### src/rtl/video_mode_ctrl.sv
// rtl/video_mode_ctrl.sv - classifies Dreamcast sync into 240p/480/PAL and sequences mode lock
// Build option SYNC_GLITCH_FILTER_EN: hsync low must persist two clocks to count as an edge.
module video_mode_ctrl #(
  parameter int STABLE_FRAMES = 3,
  parameter int LOSS_TIMEOUT  = 108000000,
  parameter int CNT_W         = 12
) (
  input  logic             clock,
  input  logic             reset,
  input  logic             _hsync,
  input  logic             _vsync,
  input  logic             force_generate_req,
  output logic             add_line,
  output logic             is_pal,
  output logic             mode_valid,
  output logic             resync,
  output logic             generate_timing,
  output logic             mode_change,
  output logic [CNT_W-1:0] frame_lines
);
  localparam int                LOSS_W     = $clog2(LOSS_TIMEOUT + 1);
  localparam logic [LOSS_W-1:0] LOSS_LAST  = LOSS_W'(LOSS_TIMEOUT - 1);
  localparam logic [3:0]        MATCH_LOCK = 4'(STABLE_FRAMES);
  localparam logic [CNT_W-1:0]  LINE_MAX   = '1;

  typedef enum logic [1:0] {SEARCH, LOCKING, LOCKED, LOST} state_t;
  typedef enum logic [1:0] {CBAD, C240P, C480, CPAL} class_t;

  logic h_q, v_q, hsync_edge, frame_edge;

`ifdef SYNC_GLITCH_FILTER_EN
  logic h_q2, v_q2;
  always_ff @(posedge clock or posedge reset) begin
    if (reset) begin
      h_q  <= 1'b1;
      v_q  <= 1'b1;
      h_q2 <= 1'b1;
      v_q2 <= 1'b1;
    end else begin
      h_q  <= _hsync;
      v_q  <= _vsync;
      h_q2 <= h_q;
      v_q2 <= v_q;
    end
  end
  // Edge qualifies on the second low clock; vsync is judged one clock later to stay aligned.
  assign hsync_edge = h_q2 & ~h_q & ~_hsync;
  assign frame_edge = hsync_edge & v_q2 & ~v_q;
`else
  always_ff @(posedge clock or posedge reset) begin
    if (reset) begin
      h_q <= 1'b1;
      v_q <= 1'b1;
    end else begin
      h_q <= _hsync;
      v_q <= _vsync;
    end
  end
  assign hsync_edge = h_q & ~_hsync;
  assign frame_edge = hsync_edge & v_q & ~_vsync;
`endif

  logic [CNT_W-1:0]  line_cnt;
  logic [LOSS_W-1:0] loss_cnt;
  logic              loss_event;
  class_t            frame_class;

  always_comb begin
    frame_class = CBAD;
    if (line_cnt == CNT_W'(262))      frame_class = C240P;
    else if (line_cnt == CNT_W'(524)) frame_class = C480;
    else if (line_cnt == CNT_W'(624)) frame_class = CPAL;
  end

  // A live hsync edge always beats a timeout landing on the same clock.
  assign loss_event = (loss_cnt == LOSS_LAST) && !hsync_edge;

  always_ff @(posedge clock or posedge reset) begin
    if (reset) begin
      line_cnt    <= '0;
      frame_lines <= '0;
      loss_cnt    <= '0;
    end else begin
      if (hsync_edge) begin
        loss_cnt <= '0;
        if (frame_edge) begin
          frame_lines <= line_cnt;
          line_cnt    <= '0;
        end else if (line_cnt != LINE_MAX) begin
          line_cnt <= line_cnt + CNT_W'(1);
        end
      end else if (loss_cnt != LOSS_LAST) begin
        loss_cnt <= loss_cnt + LOSS_W'(1);
      end
    end
  end

  state_t     state, state_nx;
  class_t     cand, cand_nx, committed;
  logic [3:0] match, match_nx;
  logic       enter_lock;

  always_comb begin
    state_nx   = state;
    cand_nx    = cand;
    match_nx   = match;
    enter_lock = 1'b0;
    if (loss_event) begin
      state_nx = LOST;
    end else if (hsync_edge) begin
      case (state)
        SEARCH, LOCKING: begin
          if (frame_edge) begin
            if (frame_class == CBAD) begin
              state_nx = SEARCH;
            end else begin
              if (state == LOCKING && frame_class == cand) begin
                match_nx = match + 4'd1;
              end else begin
                cand_nx  = frame_class;
                match_nx = 4'd1;
              end
              if (match_nx >= MATCH_LOCK) begin
                state_nx   = LOCKED;
                enter_lock = 1'b1;
              end else begin
                state_nx = LOCKING;
              end
            end
          end
        end
        LOCKED: begin
          if (frame_edge && frame_class != cand) state_nx = SEARCH;
        end
        default: state_nx = SEARCH;
      endcase
    end
  end

  always_ff @(posedge clock or posedge reset) begin
    if (reset) begin
      state       <= SEARCH;
      cand        <= CBAD;
      match       <= '0;
      committed   <= CBAD;
      add_line    <= 1'b0;
      is_pal      <= 1'b0;
      mode_change <= 1'b0;
    end else begin
      state       <= state_nx;
      cand        <= cand_nx;
      match       <= match_nx;
      mode_change <= enter_lock && (cand_nx != committed);
      if (enter_lock) begin
        committed <= cand_nx;
        add_line  <= (cand_nx == C240P);
        is_pal    <= (cand_nx == CPAL);
      end
    end
  end

  assign resync          = (state != LOCKED);
  assign mode_valid      = (state == LOCKED);
  assign generate_timing = (state == LOST) | force_generate_req;
endmodule

### config.mk
export PLATFORM = sky130hd
export DESIGN_NAME = video_mode_ctrl
export DESIGN_NICKNAME = d
export VERILOG_FILES = /design/src/rtl/video_mode_ctrl.sv
export SDC_FILE = /design/constraint.sdc
export NUM_CORES = 1
export LEC_CHECK = 0
export CORE_MARGIN = 8
export CORE_UTILIZATION = 63
export DETAILED_ROUTE_END_ITERATION = 10
export PLACE_DENSITY_LB_ADDON = 0.1
export SYNTH_ARGS = -nofsm -noshare
export SYNTH_HDL_FRONTEND = slang
export SYNTH_SLANG_ARGS = --single-unit
### constraint.sdc
create_clock -name clock -period 4.55 [get_ports clock]
set_clock_uncertainty 0.05 [all_clocks]
set_input_delay 0.455 -clock clock [delete_from_list [all_inputs] [get_ports clock]]
set_output_delay 0.455 -clock clock [all_outputs]
set_load 0.01 [all_outputs]
# [Word level (Yosys, flattened, before mapping)]
# Cells that the tools add are included.
[op_classes] n_addsub=3 n_lt_le_gt_ge=1 n_eq_ne=17 n_mux=32 n_bitwise=8 reduce_logical=15
[ops] cell="2-to-1 mux 27 bit" count=2
[ops] cell="2-to-1 mux 2 bit" count=15
[ops] cell="adder 27 x 1 -> 27 bit (second input constant)" count=1
[ops] cell="equality test 27 bit (second input constant)" count=1
[ops] cell="!= test 27 bit (second input constant)" count=1
[ops] cell="equality test 12 x 10 -> 1 bit (second input constant)" count=2
[ops] cell="2-to-1 mux 12 bit" count=2
[ops] cell="2-to-1 mux 4 bit" count=6
[ops] cell="adder 12 x 1 -> 12 bit (second input constant)" count=1
[ops] cell="equality test 12 x 9 -> 1 bit (second input constant)" count=1
[ops] cell="!= test 12 bit (second input constant)" count=1
[ops] cell="equality test 2 bit (second input constant)" count=3
[ops] cell="2-to-1 mux 1 bit" count=6
[ops] cell="nonzero test 2 bit" count=3
[ops] cell="AND reduction 5 bit" count=1
[ops] cell="adder 4 x 1 -> 4 bit (second input constant)" count=1
[ops] cell="equality test 2 x 1 -> 1 bit (second input constant)" count=2
[ops] cell="greater-or-equal comparator 4 x 2 -> 1 bit (second input constant)" count=1
[ops] cell="logical AND 1 bit" count=4
[ops] cell="zero test 2 bit" count=2
[ops] cell="!= test 2 bit" count=2
[ops] cell="inverter 1 bit" count=4
[ops] cell="one-hot mux 2 bit (2 select lines)" count=1
[ops] cell="AND reduction 2 bit" count=2
[ops] cell="other kinds (9)" count=11
[totals] register_bits=66 inputBits=5 out_inout_bits=18 elab_cells=88

# [Logic depth before layout (Yosys ltp)]
# Gate-level depths: netlist of run 1.
[depth] ltp_word=20 depth_mapped=8 depth_no_buf=8

# [Worst setup path before layout of run 1]
# No wires, ideal clock.
[synth_path] path_type="reg-to-reg" from="register line_cnt[7]" to="register committed[0]" setup_time_ns=0.125 t_arrival_ns=2.215 required_ns=4.375 setup_slack_ns=2.160 stages_incl_launch_ff=7 path_buffers=0 period_less_slack_ns=2.390 path_cell_list="dfrtp_1 > or3_4 > or2_4 > o21bai_2 > xor2_2 > nor4b_4 > mux2_4"
[synth_between] elab_chain_len=19 word_cells_on_any_way=28 classes_between="order compare: 1; eq/ne: 4; mux: 21; reduce/logical: 2"
[synth_lines] element="start: declaration" line="63" text="logic [CNT_W-1:0] line_cnt;"
[synth_lines] element="start signal: assignment" line="90" text="line_cnt <= line_cnt + CNT_W'(1);"
[synth_lines] element="equality test 12 x 10 -> 1 bit" line="72" text="else if (line_cnt == CNT_W'(624)) frame_class = CPAL;"
[synth_lines] element="2-to-1 mux 2 bit" line="72"
[synth_lines] element="2-to-1 mux 2 bit" line="71" text="else if (line_cnt == CNT_W'(524)) frame_class = C480;"
[synth_lines] element="2-to-1 mux 2 bit *" line="70" text="if (line_cnt == CNT_W'(262)) frame_class = C240P;"
[synth_lines] element="equality test 2 bit" line="117" text="if (state == LOCKING && frame_class == cand) begin"
[synth_lines] element="logical AND 1 bit" line="117"
[synth_lines] element="2-to-1 mux 4 bit" line="117"
[synth_lines] element="2-to-1 mux 4 bit" line="114" text="if (frame_class == CBAD) begin"
[synth_lines] element="(+3 left out)"
[synth_lines] element="2-to-1 mux 4 bit" line="108" text="if (loss_event) begin"
[synth_lines] element="greater-or-equal comparator 4 x 2 -> 1 bit" line="123" text="if (match_nx >= MATCH_LOCK) begin"
[synth_lines] element="2-to-1 mux 1 bit" line="123"
[synth_lines] element="2-to-1 mux 1 bit" line="114"
[synth_lines] element="2-to-1 mux 1 bit" line="113" text="if (frame_edge) begin"
[synth_lines] element="2-to-1 mux 1 bit" line="111" text="case (state)"
[synth_lines] element="2-to-1 mux 1 bit" line="110" text="end else if (hsync_edge) begin"
[synth_lines] element="2-to-1 mux 1 bit" line="108"
[synth_lines] element="end signal: assignment" line="155" text="committed <= cand_nx;"
[synth_lines] element="end: declaration" line="99" text="class_t cand, cand_nx, committed;"
# Mark *: on every way between the ends. The rest lies on a longest branch, timed or not. The select of a mux whose other input is x is not followed.
# A chain may end at the register's enable or synchronous reset.

# [Final worst setup path of run 1]
# Ends and elaborated chain as after synthesis.

==> results of run 1 <==
[state kept, by name, summed over array words and instances (netlist names)]
name,flops
state,2
mode_change,1
frame_lines,12
loss_cnt,27
match,4
v_q,1
line_cnt,12
add_line,1
is_pal,1
h_q,1
cand,2
committed,2
[final cells by class]
cell class / count / area [um^2] / area share [%]
clock buffer: 16 / 170 / 4.42
timing repair buffer: 27 / 258 / 6.69
multi-input combinational: 236 / 1630 / 42.2
sequential: 66 / 1650 / 43.0
tap: 70 / 87.6 / 2.27
inverter: 15 / 56.3 / 1.46
[metrics by stage]
| stage | utilization (%) | hold slack [ns] |
|---|---|---|
| global route | 74.9 | 0.476 |
| floorplan | - | 0.409 |
| finish | 74.9 | 0.453 |
| global placement | 71.6 | 0.421 |
| CTS | 74.9 | 0.458 |
| detailed placement | 71.6 | 0.443 |
[critical path, delay by kind of cell, from the launching register on]
family,cells,cell delay (ns)
simple gates,3,1.27
flops,1,0.44
mux,1,0.34
compound gates,1,0.23
xor+xnor,1,0.18
[synthesized netlist by cell type (2+ instances only)]
library cell and instances:
buf_1 2, nor3_1 10, nor3b_1 2, mux2i_1 3
or2_2 4, o21ai_0 7, nor4_1 12, a22o_1 3
o41ai_1 2, nand2b_1 3, nor4b_1 2, nand3_1 12
mux2_2 12, xnor2_1 26, nor2_1 43, a21boi_0 2
ha_1 5, nor2b_1 4, nand4_1 6, dfrtp_1 64
mux2_4 2, inv_1 15, nand2_1 24, a21oi_1 5
and3_1 6, dfstp_2 2, clkbuf_1 9, o31ai_1 2
and4b_1 2, xor2_1 8, or3_1 4
[cell usage in the layout (no fill, tap or decap), types with 3 or more instances in the layout]
cell | netlist | routed
and3_1 | 6 | 6
inv_1 | 15 | 14
mux2i_1 | 3 | 3
nand2b_1 | 3 | 3
xnor2_1 | 26 | 26
or2_2 | 4 | 4
or3_1 | 4 | 4
o21ai_0 | 7 | 7
clkdlybuf4s50_1 | 0 | 22
buf_4 | 0 | 5
ha_1 | 5 | 5
clkbuf_1 | 9 | 5
nand3_1 | 12 | 12
dfrtp_1 | 64 | 64
xor2_1 | 8 | 8
nor3_1 | 10 | 10
nor2_1 | 43 | 43
nor2b_1 | 4 | 3
clkbuf_8 | 0 | 11
nand4_1 | 6 | 6
nor4_1 | 12 | 12
a22o_1 | 3 | 3
nand2_1 | 24 | 24
mux2_2 | 12 | 12
a21oi_1 | 5 | 5
[metal layers]
layer,GRT usage (%),wire [um],up-vias
met2,27.9,3120,44
met1,25.0,3080,1202
met3,4.04,275,10
li1,-,-,1191
met5,0,0,-
met4,9.67,111,0
[path summary, 6_finish.rpt]
kind,from,to,slack [ns],cells past startpoint
worst max register to register,line_cnt[7],committed[0],1.92,6
min in group asynchronous,reset,match[3],0.52,2
worst max-delay path,line_cnt[7],committed[0],1.92,6
worst min-delay path,frame_lines[11],frame_lines[11],0.45,1
worst min register to register,frame_lines[11],frame_lines[11],0.45,1
max in group asynchronous,reset,h_q,3.01,3
[power by group through the flow]
stage / combinational [W] / clock [W] / sequential [W]
floorplan: 0.0000894 / 0 / 0.000672
global placement: 0.000146 / 0 / 0.000676
detailed placement: 0.000150 / 0 / 0.000680
CTS: 0.000151 / 0.000441 / 0.000669
global route: 0.000168 / 0.000471 / 0.000675
finish: 0.000148 / 0.000430 / 0.000669
[cell families (layout without fill, tap and decap cells)]
family / Yosys count / after routing
buf+inv: 26 / 58
compound gates: 33 / 33
simple gates: 145 / 145
flops: 66 / 66
fa+ha+maj: 5 / 5
mux: 17 / 17
xor+xnor: 36 / 36
==> impl_metrics.csv, run 1 <==
group,metric,value,unit
cells_and_area,layout.nets,365,
synth,synthArstFlopShare,100,%
worst_setup_path,required,4.72,ns
placed_design,placement.io_buffers,22,
clock_network,cts-root-buf,"clkbuf_8",
timing,worst_pin_slew,1.17,ns
floorplan,num_rows,26,
worst_setup_path,end_kind,"flip-flop",
pwr,swShare,25.5,%
drt,drt-total-wl,6.58,mm
worst_setup_path,path_max_fanout,7,
global_route,gr-usage-all-layers,18.7,%
pwr,clkPwrFrac,34.5,%
timing,fin_crit,2.63,ns
clock_network,clkTransAtPathRegs,0.07,ns
global_route,gr-total-overflow,0,
synth,synth_edf_count,0,
timing,setup_viol,0,
global_route,grt_pass1_wl,11.5,mm
pwr,power.total,0.00125,W
cells_and_area,stdcell_area,3850,um^2
worst_hold_path,min_path_type,"flip-flop to flip-flop",
floorplan,io_pins,23,
placed_design,place_congestion,0.799,
synth,synth_area,3370,um^2
worst_setup_path,arrival,2.80,ns
synth,synthXorXnorAreaFrac,9.81,%
clock_network,post_cts_buffers,0,
drt,ant_nets,0,
floorplan,die_w,89.1,um
worst_setup_path,cpPeakStageDelay,0.53,ns
pwr,p_sw,0.000318,W
drt,drc,0,
global_route,grt_start_max_net_pins,35,
placed_design,dp_cells,414,
pwr,p_int,0.000928,W
synth,synth_area_leaders,"dfrtp_1 (48%), xnor2_1 (6.8%), nor2_1 (4.8%)",
cells_and_area,nFillCells,382,
drt,drt_iter0_drc,132,
drt,vias_per_cell,5.69,
synth,ys_ff_latch,66,
pwr,p_per_area,324,nW/um^2
worst_setup_path,crit_slowest_cell,"nor4b_4",
clock_network,worstSkewPairLatency,0.33,ns
pwr,seqPwrFrac,53.6,%
synth,synthFlopType,"dfrtp_1",
placed_design,dpl.hpwl,4.53,mm
flow_run,max_cap_viol_count,0,
floorplan,die_area,7940,um^2
pwr,comb_power_share,11.9,%
placed_design,pre_cts_ws,1.60,ns
clock_network,tritoncts,"built",
synth,synth-compound-area-share,7.40,%
timing,rsz0062_at_grt,"false",
status,status,"finished, final reports clean",
worst_setup_path,crit_chain,"or3_4 > nor4_1 > o21bai_2 > xor2_2 > nor4b_4 > mux2_4",
drt,wire_per_inst,15.3,um
floorplan,core_area,5140,um^2
pwr,ir_worst_vdd,227,uV
clock_network,cts_resized,0,
timing,tns,0,ns
worst_setup_path,path_class,"flip-flop to flip-flop",
cells_and_area,n_antenna_cell,0,
timing,hold_viol,0,
worst_setup_path,setup.worst_path.start_class,"flip-flop",
synth,yosysTopAreaCell,"dfrtp_1",
global_route,first_global_vias,2415,
placed_design,placed_area,3680,um^2
floorplan,start_util,65.5,%
clock_network,cts_max_level,3,
cells_and_area,synthToLayoutAreaGrowth,14.4,%
drt,first_pass_iters,5,
floorplan,chipHeight,89.1,um
timing,fin_crit_sh,57.9,%
synth,synth.area.mux_share,5.80,%
clock_network,postCtsHoldBufs,0,
pwr,p_leak,1.64,nW
timing,setup_ws,1.92,ns
synth,syn_avg_cell_area,10.3,um^2
cells_and_area,drive_gt1_share,14.2,%
synth,yosysSeqAreaShare,49.1,%
synth,yosys.area_share.simple,23.1,%
timing,slew_viol_final,0,
clock_network,clk_path_buf_depth,2,
synth,syn_nets,338,
global_route,antenna_found_initial,0,
cells_and_area,stdcell_count,430,
synth,yosys.area_share.adder,1.86,%
synth,synth_top_area_share,47.6,%
synth,yosys_warnings,0,
synth,netlist_instances,328,
drt,dr_total_vias,2447,
clock_network,cts_made_buffers,9,
timing,fmax,0.380,GHz
clock_network,cts.sinks,66,
synth,synth_cell_types,56,
synth,synth_top_family_by_area,"simple AND/OR/NAND/NOR gates",
timing,relSlewSlack,21.3,%
Note: power is estimated with default switching activity, not from simulation.
==> run 2: changes to the inputs <==
Settings changed: CORE_UTILIZATION 63 to 59.
Clock period 4.55 ns to 2.72 ns, I/O delays scaled along.
==> run 2 against run 1 <==
- first-iteration DRC count down 41%
- count of clock-buffer cells in the layout down 3
- via count up 0.86%
- cell area up 2.2%
- clock power up 86%
- global-route usage down 1.4 points
- critical path depth unchanged
- die area up 5.5%
- sequential cell count unchanged
- sequential share of layout area down 0.94 points
- power up 74%
- setup slack worse by 1.8 ns
- critical endpoint is now match[0]
- largest cell class unchanged
- highest routed layer unchanged
==> impl_metrics.csv, run 2 (synthesis results as in run 1) <==
group,metric,value,unit
worst_setup_path,end_kind,"flip-flop",
worst_setup_path,crit_slowest_cell,"nor4b_1",
global_route,gr-total-overflow,0,
drt,vias_per_cell,5.62,
timing,holdWs,0.285,ns
clock_network,clkTransAtPathRegs,0.08,ns
drt,ant_nets,0,
timing,relSlewSlack,58.0,%
floorplan,chipHeight,91.5,um
placed_design,placement.io_buffers,22,
cells_and_area,top_register,"loss_cnt",
worst_setup_path,cpPeakStageDelay,0.62,ns
timing,rsz0062_at_grt,"false",
cells_and_area,drive_gt1_share,16.3,%
global_route,first_global_vias,2428,
worst_setup_path,required,2.86,ns
pwr,p_per_area,551,nW/um^2
clock_network,cts_made_buffers,9,
floorplan,die_w,91.5,um
cells_and_area,largest_reg_flops,27,
pwr,ir_worst_vdd,575,uV
worst_setup_path,path_max_fanout,7,
floorplan,core_area,5510,um^2
global_route,gr-usage-all-layers,17.4,%
pwr,p_leak,1.69,nW
worst_setup_path,crit_chain,"or3_4 > nor4_1 > o21bai_2 > xor2_2 > nor4b_1 > a21oi_1",
clock_network,tritoncts,"built",
drt,wire_per_inst,15.4,um
cells_and_area,layout.nets,372,
placed_design,place_congestion,0.808,
timing,tns,0,ns
worst_setup_path,cp_num_buf_inv,0,
drt,first_pass_iters,4,
timing,slew_viol_final,0,
cells_and_area,final_common_cell,"dfrtp_1",
floorplan,num_rows,27,
cells_and_area,top_regs,"loss_cnt x27, frame_lines x12, line_cnt x12",
status,status,"finished, final reports clean",
clock_network,clk_path_buf_depth,2,
timing,setup_viol,0,
cells_and_area,n_antenna_cell,0,
clock_network,worstSkewPairLatency,0.34,ns
clock_network,cts-root-buf,"clkbuf_8",
cells_and_area,nFillCells,420,
drt,dr_total_vias,2468,
floorplan,io_pins,23,
cells_and_area,synthToLayoutAreaGrowth,16.9,%
global_route,grt_pass1_wl,11.8,mm
timing,hold_viol,0,
placed_design,dpl.hpwl,4.53,mm
global_route,antenna_found_initial,0,
clock_network,postCtsHoldBufs,0,
floorplan,die_area,8380,um^2
cells_and_area,stdcell_count,439,
placed_design,dp_cells,422,
worst_setup_path,path_class,"flip-flop to flip-flop",
timing,worst_pin_slew,0.621,ns
timing,fin_crit,2.62,ns
flow_run,max_cap_viol_count,0,
worst_setup_path,arrival,2.76,ns
cells_and_area,layout_common_cells,"dfrtp_1 (64), nor2_1 (43), xnor2_1 (26)",
drt,drc,0,
timing,fin_crit_sh,96.3,%
timing,fmax,0.382,GHz
global_route,grt_start_max_net_pins,67,
worst_setup_path,cp_top_family,"simple AND/OR/NAND/NOR gates",
pwr,power.total,0.00217,W
clock_network,cts.sinks,66,
floorplan,start_util,61.1,%
worst_setup_path,setup.worst_path.start_class,"flip-flop",
worst_hold_path,min_path_type,"primary input to async pin",
drt,drt_iter0_drc,78,
placed_design,placed_area,3740,um^2
cells_and_area,stdcell_area,3940,um^2
drt,drt-total-wl,6.76,mm
clock_network,cts_max_level,3,
[run 2: cell types whose count changed in the layout (fill, tap and decap cells not counted)]
cell       previous run  this run
bufinv_16             0         1
buf_12                0         1
clkinv_2              0         2
clkbuf_8             11        10
buf_4                 5        11
clkbuf_1              5         3
[run 2: path summary, 6_finish.rpt]
| kind | start | to | slack (ns) | cells past startpoint |
|---|---|---|---|---|
| worst min-delay path | reset | loss_cnt[11] | 0.28 | 3 |
| worst min register to register | frame_lines[4] | frame_lines[4] | 0.44 | 2 |
| worst max-delay path | line_cnt[7] | match[0] | 0.1 | 6 |
| min in group clock | _vsync | v_q | 0.36 | 1 |
| max in group asynchronous | reset | h_q | 2.04 | 3 |
| worst max register to register | line_cnt[7] | match[0] | 0.1 | 6 |
[run 2: through the flow]
stage	util (%)	worst slack (ns)
floorplan	-	0.330
global placement	67.9	0.208
detailed placement	67.9	0.120
CTS	71.4	0.0533
global route	71.5	0.00601
finish	71.5	0.0999
[run 2: where the power goes]
part / switching, W / internal (W) / leakage, nW
Combinational: 0.000130 / 0.000130 / 0.706
Clock: 0.000351 / 0.000447 / 0.0974
Sequential: 0.0000630 / 0.00105 / 0.888
[run 2: worst min-delay path: stages]
cell,delay (ns)
clkdlybuf4s50_1,0.42
inv_2,0.07
buf_12,0.30
[run 2: repair_timing]
| action | CTS | global route |
|---|---|---|
| setup buffers | 0 | 1 |
| endpoints found under the setup margin | 0 | 2 |
| gates resized for setup | 0 | 0 |
[run 2: layout make-up]
| cell class | count | area, um^2 | area share [%] |
|---|---|---|---|
| repair buffers | 34 | 323 | 8.20 |
| multi-input cells | 236 | 1630 | 41.3 |
| flip-flops and latches | 66 | 1650 | 42.0 |
| clock inverters | 3 | 40.0 | 1.02 |
| inverters | 15 | 56.3 | 1.43 |
| well taps | 72 | 90.1 | 2.29 |
| clock buffers | 13 | 149 | 3.78 |
[run 2: per-layer routing]
metal	wire, um	global-route usage (%)	up-vias
li1	-	-	1206
met1	3270	23.1	1217
met2	3160	25.9	40
met3	267	5.60	5
met4	66	6.28	0
met5	0	0	-
